$ cat config.mk
export PLATFORM = sky130hd
export DESIGN_NAME = vga_sync_flat
export DESIGN_NICKNAME = d
export VERILOG_FILES = /design/src/rtl/vga_pkg.sv /design/src/rtl/vga_sync_if.sv /design/src/rtl/mod_counter.sv /design/src/rtl/vga_sync.sv /design/src/flat_wrapper.sv
export SDC_FILE = /design/constraint.sdc
export NUM_CORES = 1
export LEC_CHECK = 0
export CAP_MARGIN = 10
export CORE_MARGIN = 1
export CORE_UTILIZATION = 51
export CTS_BUF_LIST = sky130_fd_sc_hd__clkbuf_16
export DETAILED_ROUTE_END_ITERATION = 16
export GPL_TIMING_DRIVEN = 1
export PLACE_DENSITY = 0.79
export SLEW_MARGIN = 20
export SYNTH_ARGS = -nofsm -noshare
export SYNTH_HDL_FRONTEND = slang
export SYNTH_SLANG_ARGS = --single-unit
$ cat constraint.sdc
create_clock -name clk -period 2.3 [get_ports clk]
set_input_delay 0.46 -clock clk [delete_from_list [all_inputs] [get_ports clk]]
set_output_delay 0.46 -clock clk [all_outputs]
set_load 0.05 [all_outputs]
$ cat src/rtl/vga_pkg.sv
// Default 640x480@60 timing constants, derived totals and sync windows, coordinate type.
// The top level overrides the defaults through its own parameters.
package vga_pkg;

    localparam int COORD_W = 10;

    typedef logic [COORD_W-1:0] coord_t;

    localparam int CLK_DIV_DEF   = 4;
    localparam int H_DISPLAY_DEF = 640;
    localparam int H_FRONT_DEF   = 16;
    localparam int H_SYNC_DEF    = 96;
    localparam int H_BACK_DEF    = 48;
    localparam int V_DISPLAY_DEF = 480;
    localparam int V_FRONT_DEF   = 10;
    localparam int V_SYNC_DEF    = 2;
    localparam int V_BACK_DEF    = 33;

    localparam int H_TOTAL_DEF      = H_DISPLAY_DEF + H_FRONT_DEF + H_SYNC_DEF + H_BACK_DEF;
    localparam int V_TOTAL_DEF      = V_DISPLAY_DEF + V_FRONT_DEF + V_SYNC_DEF + V_BACK_DEF;
    localparam int H_SYNC_START_DEF = H_DISPLAY_DEF + H_FRONT_DEF;
    localparam int H_SYNC_END_DEF   = H_SYNC_START_DEF + H_SYNC_DEF - 1;
    localparam int V_SYNC_START_DEF = V_DISPLAY_DEF + V_FRONT_DEF;
    localparam int V_SYNC_END_DEF   = V_SYNC_START_DEF + V_SYNC_DEF - 1;

    // Inclusive window test on a coordinate; both bounds are elaboration constants.
    function automatic logic in_span(input coord_t v, input int lo, input int hi);
        return (int'(v) >= lo) && (int'(v) <= hi);
    endfunction

endpackage

$ cat src/rtl/vga_sync_if.sv
// Coordinate/sync bundle from the timing generator to the renderers and connector.
// master = vga_sync, slave = any drawing block or colour mux.
interface vga_sync_if;
    import vga_pkg::*;

    coord_t x;
    coord_t y;
    logic   hsync;
    logic   vsync;
    logic   video_on;
    logic   p_tick;
    logic   frame_tick;

    modport master (
        output x, y, hsync, vsync, video_on, p_tick, frame_tick
    );

    modport slave (
        input x, y, hsync, vsync, video_on, p_tick, frame_tick
    );

endinterface

$ cat src/rtl/mod_counter.sv
// Modulo-N up counter with enable; tc flags the registered count at N-1.
// Latency: count updates on the edge after en; tc is combinational from the count register.
// Backpressure: none; en is the only advance condition.
module mod_counter #(
    parameter int N = 4,
    parameter int W = (N > 1) ? $clog2(N) : 1
) (
    input  logic         clk,
    input  logic         reset,
    input  logic         en,
    output logic [W-1:0] count,
    output logic         tc
);

    localparam logic [W-1:0] LAST = W'(N - 1);

    always_ff @(posedge clk) begin
        if (reset) begin
            count <= '0;
        end else if (en) begin
            count <= (count == LAST) ? '0 : count + 1'b1;
        end
    end

    assign tc = (count == LAST);

endmodule

$ cat src/rtl/vga_sync.sv
// Pixel-timing generator: clock divider plus x/y scan counters with registered hsync/vsync/video_on.
// Latency: sync/video decode uses next-state x/y, so they change on the same edge as the coordinates.
// Backpressure: none; free-running source, consumers qualify on p_tick.
module vga_sync
    import vga_pkg::*;
#(
    parameter int CLK_DIV   = CLK_DIV_DEF,
    parameter int H_DISPLAY = H_DISPLAY_DEF,
    parameter int H_FRONT   = H_FRONT_DEF,
    parameter int H_SYNC    = H_SYNC_DEF,
    parameter int H_BACK    = H_BACK_DEF,
    parameter int V_DISPLAY = V_DISPLAY_DEF,
    parameter int V_FRONT   = V_FRONT_DEF,
    parameter int V_SYNC    = V_SYNC_DEF,
    parameter int V_BACK    = V_BACK_DEF
) (
    input  logic       clk,
    input  logic       reset,
    vga_sync_if.master vga
);

    localparam int H_TOTAL      = H_DISPLAY + H_FRONT + H_SYNC + H_BACK;
    localparam int V_TOTAL      = V_DISPLAY + V_FRONT + V_SYNC + V_BACK;
    localparam int H_SYNC_START = H_DISPLAY + H_FRONT;
    localparam int H_SYNC_END   = H_SYNC_START + H_SYNC - 1;
    localparam int V_SYNC_START = V_DISPLAY + V_FRONT;
    localparam int V_SYNC_END   = V_SYNC_START + V_SYNC - 1;

    localparam int               DIV_W    = (CLK_DIV > 1) ? $clog2(CLK_DIV) : 1;
    localparam logic [DIV_W-1:0] DIV_LAST = DIV_W'(CLK_DIV - 1);

    logic [DIV_W-1:0] div_cnt;
    logic             div_tc;
    logic             p_tick;
    coord_t           x_cnt;
    coord_t           y_cnt;
    logic             x_tc;
    logic             y_tc;
    logic             y_en;
    coord_t           x_nxt;
    coord_t           y_nxt;
    logic             hsync_q;
    logic             vsync_q;
    logic             video_q;

    mod_counter #(.N(CLK_DIV), .W(DIV_W)) u_div (
        .clk   (clk),
        .reset (reset),
        .en    (1'b1),
        .count (div_cnt),
        .tc    (div_tc)
    );

    mod_counter #(.N(H_TOTAL), .W(COORD_W)) u_x (
        .clk   (clk),
        .reset (reset),
        .en    (div_tc),
        .count (x_cnt),
        .tc    (x_tc)
    );

    assign y_en = div_tc && x_tc;

    mod_counter #(.N(V_TOTAL), .W(COORD_W)) u_y (
        .clk   (clk),
        .reset (reset),
        .en    (y_en),
        .count (y_cnt),
        .tc    (y_tc)
    );

    assign p_tick = (div_cnt == DIV_LAST);

    // Lookahead of the counters' next state, so the decode registers line up with x/y.
    always_comb begin
        x_nxt = x_cnt;
        y_nxt = y_cnt;
        if (div_tc) begin
            x_nxt = x_tc ? '0 : x_cnt + 1'b1;
        end
        if (y_en) begin
            y_nxt = y_tc ? '0 : y_cnt + 1'b1;
        end
    end

    always_ff @(posedge clk) begin
        if (reset) begin
            hsync_q <= 1'b1;
            vsync_q <= 1'b1;
            video_q <= 1'b1;
        end else begin
            hsync_q <= !in_span(x_nxt, H_SYNC_START, H_SYNC_END);
            vsync_q <= !in_span(y_nxt, V_SYNC_START, V_SYNC_END);
            video_q <= (int'(x_nxt) < H_DISPLAY) && (int'(y_nxt) < V_DISPLAY);
        end
    end

    assign vga.x          = x_cnt;
    assign vga.y          = y_cnt;
    assign vga.hsync      = hsync_q;
    assign vga.vsync      = vsync_q;
    assign vga.video_on   = video_q;
    assign vga.p_tick     = p_tick;
    assign vga.frame_tick = p_tick && x_tc && y_tc;

endmodule

$ cat src/flat_wrapper.sv
// flat-port wrapper written by rule: the top's interface ports become plain ports
module vga_sync_flat import vga_pkg::*;
#(
    parameter int CLK_DIV   = CLK_DIV_DEF,
    parameter int H_DISPLAY = H_DISPLAY_DEF,
    parameter int H_FRONT   = H_FRONT_DEF,
    parameter int H_SYNC    = H_SYNC_DEF,
    parameter int H_BACK    = H_BACK_DEF,
    parameter int V_DISPLAY = V_DISPLAY_DEF,
    parameter int V_FRONT   = V_FRONT_DEF,
    parameter int V_SYNC    = V_SYNC_DEF,
    parameter int V_BACK    = V_BACK_DEF
)
  (clk, reset, vga_x, vga_y, vga_hsync, vga_vsync, vga_video_on, vga_p_tick, vga_frame_tick);
  vga_sync_if vga_i ();
  input  logic clk;
  input  logic reset;
  output wire logic [$bits(vga_i.x)-1:0] vga_x;
  output wire logic [$bits(vga_i.y)-1:0] vga_y;
  output wire logic [$bits(vga_i.hsync)-1:0] vga_hsync;
  output wire logic [$bits(vga_i.vsync)-1:0] vga_vsync;
  output wire logic [$bits(vga_i.video_on)-1:0] vga_video_on;
  output wire logic [$bits(vga_i.p_tick)-1:0] vga_p_tick;
  output wire logic [$bits(vga_i.frame_tick)-1:0] vga_frame_tick;
  assign vga_x = vga_i.x;
  assign vga_y = vga_i.y;
  assign vga_hsync = vga_i.hsync;
  assign vga_vsync = vga_i.vsync;
  assign vga_video_on = vga_i.video_on;
  assign vga_p_tick = vga_i.p_tick;
  assign vga_frame_tick = vga_i.frame_tick;
  vga_sync #(.CLK_DIV(CLK_DIV), .H_DISPLAY(H_DISPLAY), .H_FRONT(H_FRONT), .H_SYNC(H_SYNC), .H_BACK(H_BACK), .V_DISPLAY(V_DISPLAY), .V_FRONT(V_FRONT), .V_SYNC(V_SYNC), .V_BACK(V_BACK)) u_core (.clk(clk), .reset(reset), .vga(vga_i));
endmodule
==> results.json, run 1 <==
{
  "slew_headroom": 0.668,
  "ios": 27,
  "root_buffer": "clkbuf_16",
  "final-setup-viol-count": 0,
  "dieArea_um2": 2900,
  "ys_types": 40,
  "cp-startpoint": "u_core.u_x.count[5]$_SDFF_PP0_",
  "yosys-top-cells-area": "dfxtp_1 (36%), xor2_1 (5.1%), a21oi_1 (4.7%)",
  "sequentialPowerShare": 0.504,
  "drtPass1Iterations": 5,
  "ir_drop_mv": 0.518,
  "synthDominantCellAreaShare": 0.365,
  "ff2ff_path_depth": 6,
  "whs_path_depth": 1,
  "p_sw_frac": 0.216,
  "synth-edff-count": 0,
  "finalHoldViolations": 0,
  "maxCapViolCount": 0,
  "p_leak_nw": 0.615,
  "cp-endpoint": "vga_frame_tick",
  "clk_pin_slew_worst_paths_ns": 0.07,
  "use_met2": 0.486,
  "place.detailed.hpwl_mm": 2.56,
  "portBuffers": 26,
  "whs_ns": 0.488,
  "clk_path_buf_depth": 2,
  "grt_max_degree": 15,
  "worstPathRequired_ns": 1.84,
  "gr-total-overflow": 0,
  "vias": 1368,
  "nNetsFinal": 205,
  "internal_power_w": 0.000692,
  "start_kind": "flop",
  "drt_iter0_drc": 43,
  "r2r_setup_slack_ns": 0.12,
  "status": "completed",
  "p_sw_w": 0.000191,
  "cts.sinks": 25,
  "powerDensity_nw_per_um2": 482,
  "rr_endpoint": "u_core.vga.video_on$_SDFF_PP1_",
  "cts_hold_buf": 0,
  "syn-num-nets": 172,
  "grt_setup_unrepaired": "no",
  "synth.largest_area_cell": "dfxtp_1",
  "worstPathArrival_ns": 1.77,
  "layout-area-overhead-vs-synth_pct": 33.4,
  "hold_class": "reg -> reg",
  "setup.worst_path.end_class": "output port",
  "busiest_layer": "met2",
  "ys.flop_type": "dfxtp_1",
  "combPwrFrac": 0.048,
  "gp_congestion": 0.876,
  "clock_power_share": 0.448,
  "timing.rr.start": "u_core.u_x.count[5]$_SDFF_PP0_",
  "antenna_found_initial": 0,
  "core-area_um2": 2500,
  "synthCells": 166,
  "cts_htree_levels": 1,
  "grt_pass1_vias": 1192,
  "gr-usage-met1": 0.336,
  "wirelength_mm": 3.53,
  "track_usage": 0.271,
  "wl_per_cell_um": 15.5,
  "num_rows": 18,
  "finalSetupTns_ns": 0,
  "critPathKind": "reg -> out",
  "crit_path_max_fanout": 5,
  "skew_ns": 0.00189,
  "drc": 0,
  "antennaDiodeCount": 0,
  "cts_tree": "done",
  "die_h_um": 53.9,
  "grt_util_met3": 0.0282,
  "numCtsBuffers": 3,
  "period_share": 0.970,
  "ys_ff_latch": 25,
  "synthTopCellsByCount": "dfxtp_1 (25), nor2_1 (17), nand2_1 (14), a21oi_1 (13), nand3_1 (9)",
  "yosysWarnings": 0,
  "syn_area_per_cell_um2": 8.27,
  "max_freq_mhz": 448,
  "fin_ws_ns": 0.0680,
  "grt_pass1_wl_mm": 5.60,
  "place_ws_ns": 0.147,
  "fp.dieW_um": 53.9,
  "yosysSeqAreaShare": 0.365,
  "yosysMostFrequentCell": "dfxtp_1",
  "layout-drive-gt1-share": 0.152,
  "clk-insertion-delay-late_ns": 0.26,
  "period_minus_slack_ns": 2.23,
  "synthArstFlopShare": 0,
  "drtAntennaViolNets": 0,
  "slew_violations": 0,
  "synth_area_um2": 1370,
  "initial_core_util": 0.549,
  "vias_per_cell": 6.00,
  "fillers": 190,
  "tightestPinTransition_ns": 0.497
}
-- stage by stage --
stage,instance area (µm²),total power [W],utilization,instances
floorplan,1400,0.000483,-,166
global placement,1700,0.000494,0.681,219
detailed placement,1700,0.000495,0.681,219
CTS,1810,0.000881,0.724,226
global route,1830,0.000901,0.732,228
finish,1830,0.000882,0.732,228
-- layout by cell type (no fill, tap or decap), types with 2 or more instances in the layout --
cell	count
a21oi_1	13
and2_1	3
and3_1	2
and4_1	2
buf_4	10
clkbuf_16	3
clkdlybuf4s50_1	25
dfxtp_1	19
dfxtp_2	6
ha_1	3
inv_1	3
nand2_1	14
nand2b_1	3
nand3_1	9
nand3b_1	2
nand4_1	7
nand4b_1	2
nor2_1	16
nor2b_1	2
nor3_1	5
nor3b_1	3
o211ai_1	3
o21ai_0	8
or3_1	2
or3_4	2
or4_1	2
xnor2_1	3
xor2_1	8
-- power groups by stage --
stage / combinational (W) / sequential, W / clock, W
2_1_floorplan: 0.0000245 / 0.000459 / 0
3_3_place_gp: 0.0000398 / 0.000454 / 0
3_5_place_dp: 0.0000407 / 0.000455 / 0
4_1_cts: 0.0000416 / 0.000445 / 0.000395
5_1_grt: 0.0000438 / 0.000445 / 0.000412
6_report: 0.0000421 / 0.000445 / 0.000396
-- final cells by class --
type	count	area, µm²	area share
clock buffer	3	75.1	0.0410
clock inverter	1	5.00	0.00273
inverter	3	11.3	0.00615
multi-input combinational	130	848	0.463
sequential	25	508	0.278
tap	30	37.5	0.0205
timing repair buffer	36	345	0.189
-- registers in the layout (all words and copies together) (netlist names) --
| name | cells |
|---|---|
| u_core.vga.hsync | 1 |
| u_core.u_x.count | 10 |
| u_core.u_div.count | 2 |
| u_core.vga.video_on | 1 |
| u_core.vga.vsync | 1 |
| u_core.u_y.count | 10 |
-- cell families (layout without fill, tap and decap cells) --
| logic type | Yosys count | after routing | share of synthesized area |
|---|---|---|---|
| muxes | 1 | 1 | 0.00729 |
| and+or+nand+nor | 85 | 85 | 0.352 |
| DFF | 25 | 25 | 0.365 |
| adders and majority gates | 4 | 4 | 0.0365 |
| xor gates and xnor gates | 11 | 11 | 0.0702 |
| buffers and inverters | 11 | 43 | 0.0392 |
| AOI/OAI and AO/OA | 29 | 29 | 0.130 |
-- how the worst min path moves through the flow --
stage | end | slack [ns] | from
3_3_place_gp | u_core.u_div.count[0]$_SDFF_PP0_ | 0.46 | u_core.u_div.count[0]$_SDFF_PP0_
5_1_grt | u_core.u_div.count[0]$_SDFF_PP0_ | 0.51 | u_core.u_div.count[0]$_SDFF_PP0_
3_5_place_dp | u_core.u_div.count[0]$_SDFF_PP0_ | 0.46 | u_core.u_div.count[0]$_SDFF_PP0_
6_report | u_core.u_div.count[0]$_SDFF_PP0_ | 0.49 | u_core.u_div.count[0]$_SDFF_PP0_
4_1_cts | u_core.u_x.count[1]$_SDFF_PP0_ | 0.49 | u_core.u_x.count[1]$_SDFF_PP0_
2_1_floorplan | u_core.u_div.count[0]$_SDFF_PP0_ | 0.45 | u_core.u_div.count[0]$_SDFF_PP0_
-- routing by layer --
layer	wire length, µm	vias to the layer above
met5	0	-
met4	34	0
met3	183	5
met2	1800	49
met1	1500	649
li1	-	665
-- what timing repair did --
item	4_1_cts	5_1_grt
pin swaps	1	1
setup endpoints to repair	1	2
gates resized for setup	1	2
buffers inserted	3	2
-- critical path, cell delays in order (launching register included) --
cell and delay [ns]:
dfxtp_1 0.37, or3_4 0.41, or3_4 0.45, nor2_4 0.14, buf_12 0.14
(Power assumes the default switching activity.)
==> inputs of run 2 (changes only) <==
CORE_UTILIZATION = 54   (was 51)
GPL_ROUTABILITY_DRIVEN = 0   (was unset)
PLACE_DENSITY = 0.83   (was 0.79)
clock period = 2.6 ns   (was 2.3 ns; I/O delays follow)
==> results.json, run 2 (synthesis gave the netlist of run 1 again) <==
{
  "p_leak_nw": 0.574,
  "place.detailed.hpwl_mm": 2.38,
  "start_kind": "flop",
  "place_ws_ns": 0.411,
  "hold_class": "reg -> reg",
  "core-area_um2": 2300,
  "finalPower_w": 0.000760,
  "clk_pin_slew_worst_paths_ns": 0.06,
  "reg_top3": "u_core.u_x.count x10, u_core.u_y.count x10, u_core.u_div.count x2",
  "drc": 0,
  "crit_path_max_fanout": 14,
  "vias": 1341,
  "finalHoldViolations": 0,
  "clk-insertion-delay-late_ns": 0.26,
  "dieArea_um2": 2750,
  "grt_pass1_vias": 1192,
  "period_minus_slack_ns": 2.40,
  "final_util": 0.760,
  "setup.worst_path.end_class": "output port",
  "fin_area_um2": 1750,
  "layout-drive-gt1-share": 0.0789,
  "worstPathArrival_ns": 1.88,
  "wl_per_cell_um": 15.2,
  "numCtsBuffers": 3,
  "crit_chain": "ha_2, nand3_1, or3_4, nor2_4, buf_12",
  "path_buf_inv": 1,
  "critPathKind": "reg -> out",
  "drt_iter0_drc": 71,
  "drtAntennaViolNets": 0,
  "initial_core_util": 0.597,
  "wirelength_mm": 3.32,
  "cts.sinks": 25,
  "die_h_um": 52.4,
  "grt_pass1_wl_mm": 5.26,
  "nNetsFinal": 197,
  "skew_ns": 0.00216,
  "ir_drop_mv": 0.575,
  "fillers": 180,
  "cp_top_family": "simple AND/OR/NAND/NOR gates",
  "placed_area_um2": 1660,
  "vias_per_cell": 6.15,
  "grt_max_degree": 15,
  "final_cell_mix": "clkdlybuf4s50_1 (25), dfxtp_1 (25), nor2_1 (16)",
  "maxCapViolCount": 0,
  "max_stage_delay_ns": 0.53,
  "finalSetupTns_ns": 0,
  "period_share": 0.924,
  "cts_htree_levels": 1,
  "max_freq_mhz": 416,
  "clk_path_buf_depth": 2,
  "slew_headroom": 0.658,
  "tightestPinTransition_ns": 0.512,
  "final-setup-viol-count": 0,
  "worstPathRequired_ns": 2.08,
  "cts_hold_buf": 0,
  "grt_setup_unrepaired": "no",
  "status": "completed",
  "slowest_stage": "or3_4",
  "num_rows": 17,
  "powerDensity_nw_per_um2": 435,
  "root_buffer": "clkbuf_16",
  "antenna_found_initial": 0,
  "cts_tree": "done",
  "ios": 27,
  "fin_ws_ns": 0.198,
  "fp.dieW_um": 52.4,
  "gr-total-overflow": 0,
  "slew_violations": 0,
  "cts_setup_buffers": 0,
  "drtPass1Iterations": 4,
  "portBuffers": 26,
  "layout-area-overhead-vs-synth_pct": 27.3,
  "ctsResizeCount": 0,
  "antennaDiodeCount": 0,
  "track_usage": 0.261
}
==> run 2: final timing paths <==
check / depth (start not counted) / endpoint / from / slack, ns
worst min-delay path: 1 / u_core.u_div.count[0]$_SDFF_PP0_ / u_core.u_div.count[0]$_SDFF_PP0_ / 0.43
worst min register to register: 1 / u_core.u_div.count[0]$_SDFF_PP0_ / u_core.u_div.count[0]$_SDFF_PP0_ / 0.43
worst max-delay path: 5 / vga_frame_tick / u_core.u_div.count[0]$_SDFF_PP0_ / 0.20
worst max register to register: 6 / u_core.vga.video_on$_SDFF_PP1_ / u_core.u_div.count[0]$_SDFF_PP0_ / 0.27
==> run 2: where the power goes <==
group	switching, W	internal, W
sequential	0.00000307	0.000388
combinational	0.0000199	0.0000127
clock	0.000129	0.000207
==> run 2: layer usage <==
metal	GRT usage	routed length, µm	up-vias
met5	0	0	-
met4	0.0702	68	0
met2	0.441	1600	62
met3	0.0580	221	11
li1	-	-	647
met1	0.330	1420	621
==> run 2: cell type report <==
cell class                 count  area (µm²)  area share
inverter                       3        11.3     0.00645
clock buffer                   3        75.1      0.0430
multi-input combinational    130         835       0.478
timing repair buffer          28         285       0.163
tap                           28        35.0      0.0201
sequential                    25         500       0.287
clock inverter                 1        5.00     0.00287
==> run 2: metrics by stage <==
stage                     hold slack, ns  cells
after floorplan                    0.409    166
after global placement             0.416    214
after detailed placement           0.421    214
after CTS                          0.430    218
after global routing               0.461    218
final                              0.427    218
==> inputs of run 3 (changes only) <==
CORE_UTILIZATION = 57   (was 54)
CTS_BUF_LIST = sky130_fd_sc_hd__clkbuf_2 sky130_fd_sc_hd__clkbuf_4 sky130_fd_sc_hd__clkbuf_8   (was sky130_fd_sc_hd__clkbuf_16)
PLACE_DENSITY = 0.87   (was 0.83)
==> results.json, run 3 (synthesis gave the netlist of run 1 again) <==
{
  "die_h_um": 51.1,
  "vias": 1355,
  "worstPathArrival_ns": 1.97,
  "clk_path_buf_depth": 2,
  "cp_top_family": "simple AND/OR/NAND/NOR gates",
  "layout-drive-gt1-share": 0.0737,
  "powerDensity_nw_per_um2": 360,
  "reg_top3": "u_core.u_x.count x10, u_core.u_y.count x10, u_core.u_div.count x2",
  "critPathKind": "reg -> out",
  "ir_drop_mv": 0.273,
  "antennaDiodeCount": 0,
  "finalSetupTns_ns": 0,
  "setup.worst_path.end_class": "output port",
  "cts_htree_levels": 1,
  "core-area_um2": 2230,
  "tightestPinTransition_ns": 0.508,
  "finalHoldViolations": 0,
  "portBuffers": 26,
  "max_stage_delay_ns": 0.48,
  "start_kind": "flop",
  "fin_ws_ns": 0.106,
  "clk_pin_slew_worst_paths_ns": 0.15,
  "track_usage": 0.287,
  "slowest_stage": "or3_4",
  "worstPathRequired_ns": 2.08,
  "path_buf_inv": 1,
  "root_buffer": "clkbuf_4",
  "grt_setup_unrepaired": "no",
  "skew_ns": 0.00819,
  "place_ws_ns": 0.420,
  "drtAntennaViolNets": 0,
  "ctsResizeCount": 0,
  "status": "completed",
  "fin_area_um2": 1690,
  "layout.cells.non_filler": 218,
  "maxCapViolCount": 0,
  "wl_per_cell_um": 15.4,
  "p_leak_nw": 0.545,
  "wirelength_mm": 3.35,
  "fillers": 176,
  "hold_class": "reg -> reg",
  "placed_area_um2": 1660,
  "vias_per_cell": 6.22,
  "ios": 27,
  "grt_pass1_vias": 1200,
  "antenna_found_initial": 0,
  "initial_core_util": 0.615,
  "num_rows": 17,
  "place.detailed.hpwl_mm": 2.46,
  "grt_pass1_wl_mm": 5.61,
  "dieArea_um2": 2610,
  "period_minus_slack_ns": 2.49,
  "final_cell_mix": "clkdlybuf4s50_1 (25), dfxtp_1 (25), nor2_1 (16)",
  "max_freq_mhz": 401,
  "clk-insertion-delay-late_ns": 0.33,
  "seqCellArea_um2": 500,
  "drtPass1Iterations": 5,
  "slew_violations": 0,
  "multi_input_area_um2": 828,
  "slew_headroom": 0.660,
  "gr-total-overflow": 0,
  "crit_chain": "ha_2, nand3_1, or3_4, nor2_4, buf_12",
  "final-setup-viol-count": 0,
  "drc": 0,
  "grt_max_degree": 16,
  "cts_tree": "done",
  "nNetsFinal": 197,
  "crit_path_max_fanout": 14,
  "period_share": 0.959,
  "fp.dieW_um": 51.1,
  "cts.sinks": 25,
  "drt_iter0_drc": 66,
  "numCtsBuffers": 3,
  "dpl.cell_count": 214,
  "layout-area-overhead-vs-synth_pct": 23.2
}
[run 3: changes by cell type in the layout (fill, tap and decap cells not counted)]
cell        before  now
nor4bb_1         1    2
clkbuf_16        3    0
clkinv_2         1    0
nor4bb_2         1    0
clkinvlp_4       0    1
clkbuf_4         0    3
[run 3: cell type report]
type | count | area share
clock buffers | 3 | 0.0133
clock inverters | 1 | 0.00444
inverters | 3 | 0.00666
multi-input cells | 130 | 0.490
flip-flops and latches | 25 | 0.296
well taps | 28 | 0.0207
repair buffers | 28 | 0.169
[run 3: through the flow]
| step | utilization | hold slack [ns] | total power (W) |
|---|---|---|---|
| 6_report | 0.757 | 0.445 | 0.000608 |
| 5_1_grt | 0.757 | 0.464 | 0.000632 |
| 4_1_cts | 0.757 | 0.449 | 0.000615 |
| 3_5_place_dp | 0.743 | 0.429 | 0.000433 |
| 3_3_place_gp | 0.743 | 0.417 | 0.000431 |
| 2_1_floorplan | - | 0.409 | 0.000424 |
[run 3: worst register-to-register path: cells and delay by family (launching register included)]
family                   cells  cell delay, ns
AO/OA/AOI/OAI                2            0.32
adder cells (fa/ha/maj)      1            0.29
flip-flops                   1            0.37
AND/OR/NAND/NOR              3            1.07
[run 3: worst paths after layout]
check                                                       from  cells past startpoint  slack (ns)                          endpoint
worst max-delay path            u_core.u_div.count[0]$_SDFF_PP0_                      5        0.11                    vga_frame_tick
worst max register to register  u_core.u_div.count[0]$_SDFF_PP0_                      6        0.44    u_core.vga.video_on$_SDFF_PP1_
worst min-delay path            u_core.u_div.count[0]$_SDFF_PP0_                      1        0.44  u_core.u_div.count[0]$_SDFF_PP0_
worst min register to register  u_core.u_div.count[0]$_SDFF_PP0_                      1        0.44  u_core.u_div.count[0]$_SDFF_PP0_
[run 3: power by group]
| part | internal [W] | switching (W) |
|---|---|---|
| Combinational | 0.0000128 | 0.0000202 |
| Clock | 0.0000590 | 0.000125 |
| Sequential | 0.000388 | 0.00000314 |
| Total | 0.000460 | 0.000148 |
[run 3: layer usage]
layer,vias up,track usage,share of wire
li1,648,-,-
met2,57,0.452,0.47
met3,12,0.0595,0.067
met5,-,0,0
met4,0,0.106,0.017
met1,638,0.384,0.45
[run 3: timing repair]
action	in CTS	in global routing
buffers inserted	0	0
hold buffers	0	0
endpoints found under the setup margin	0	1
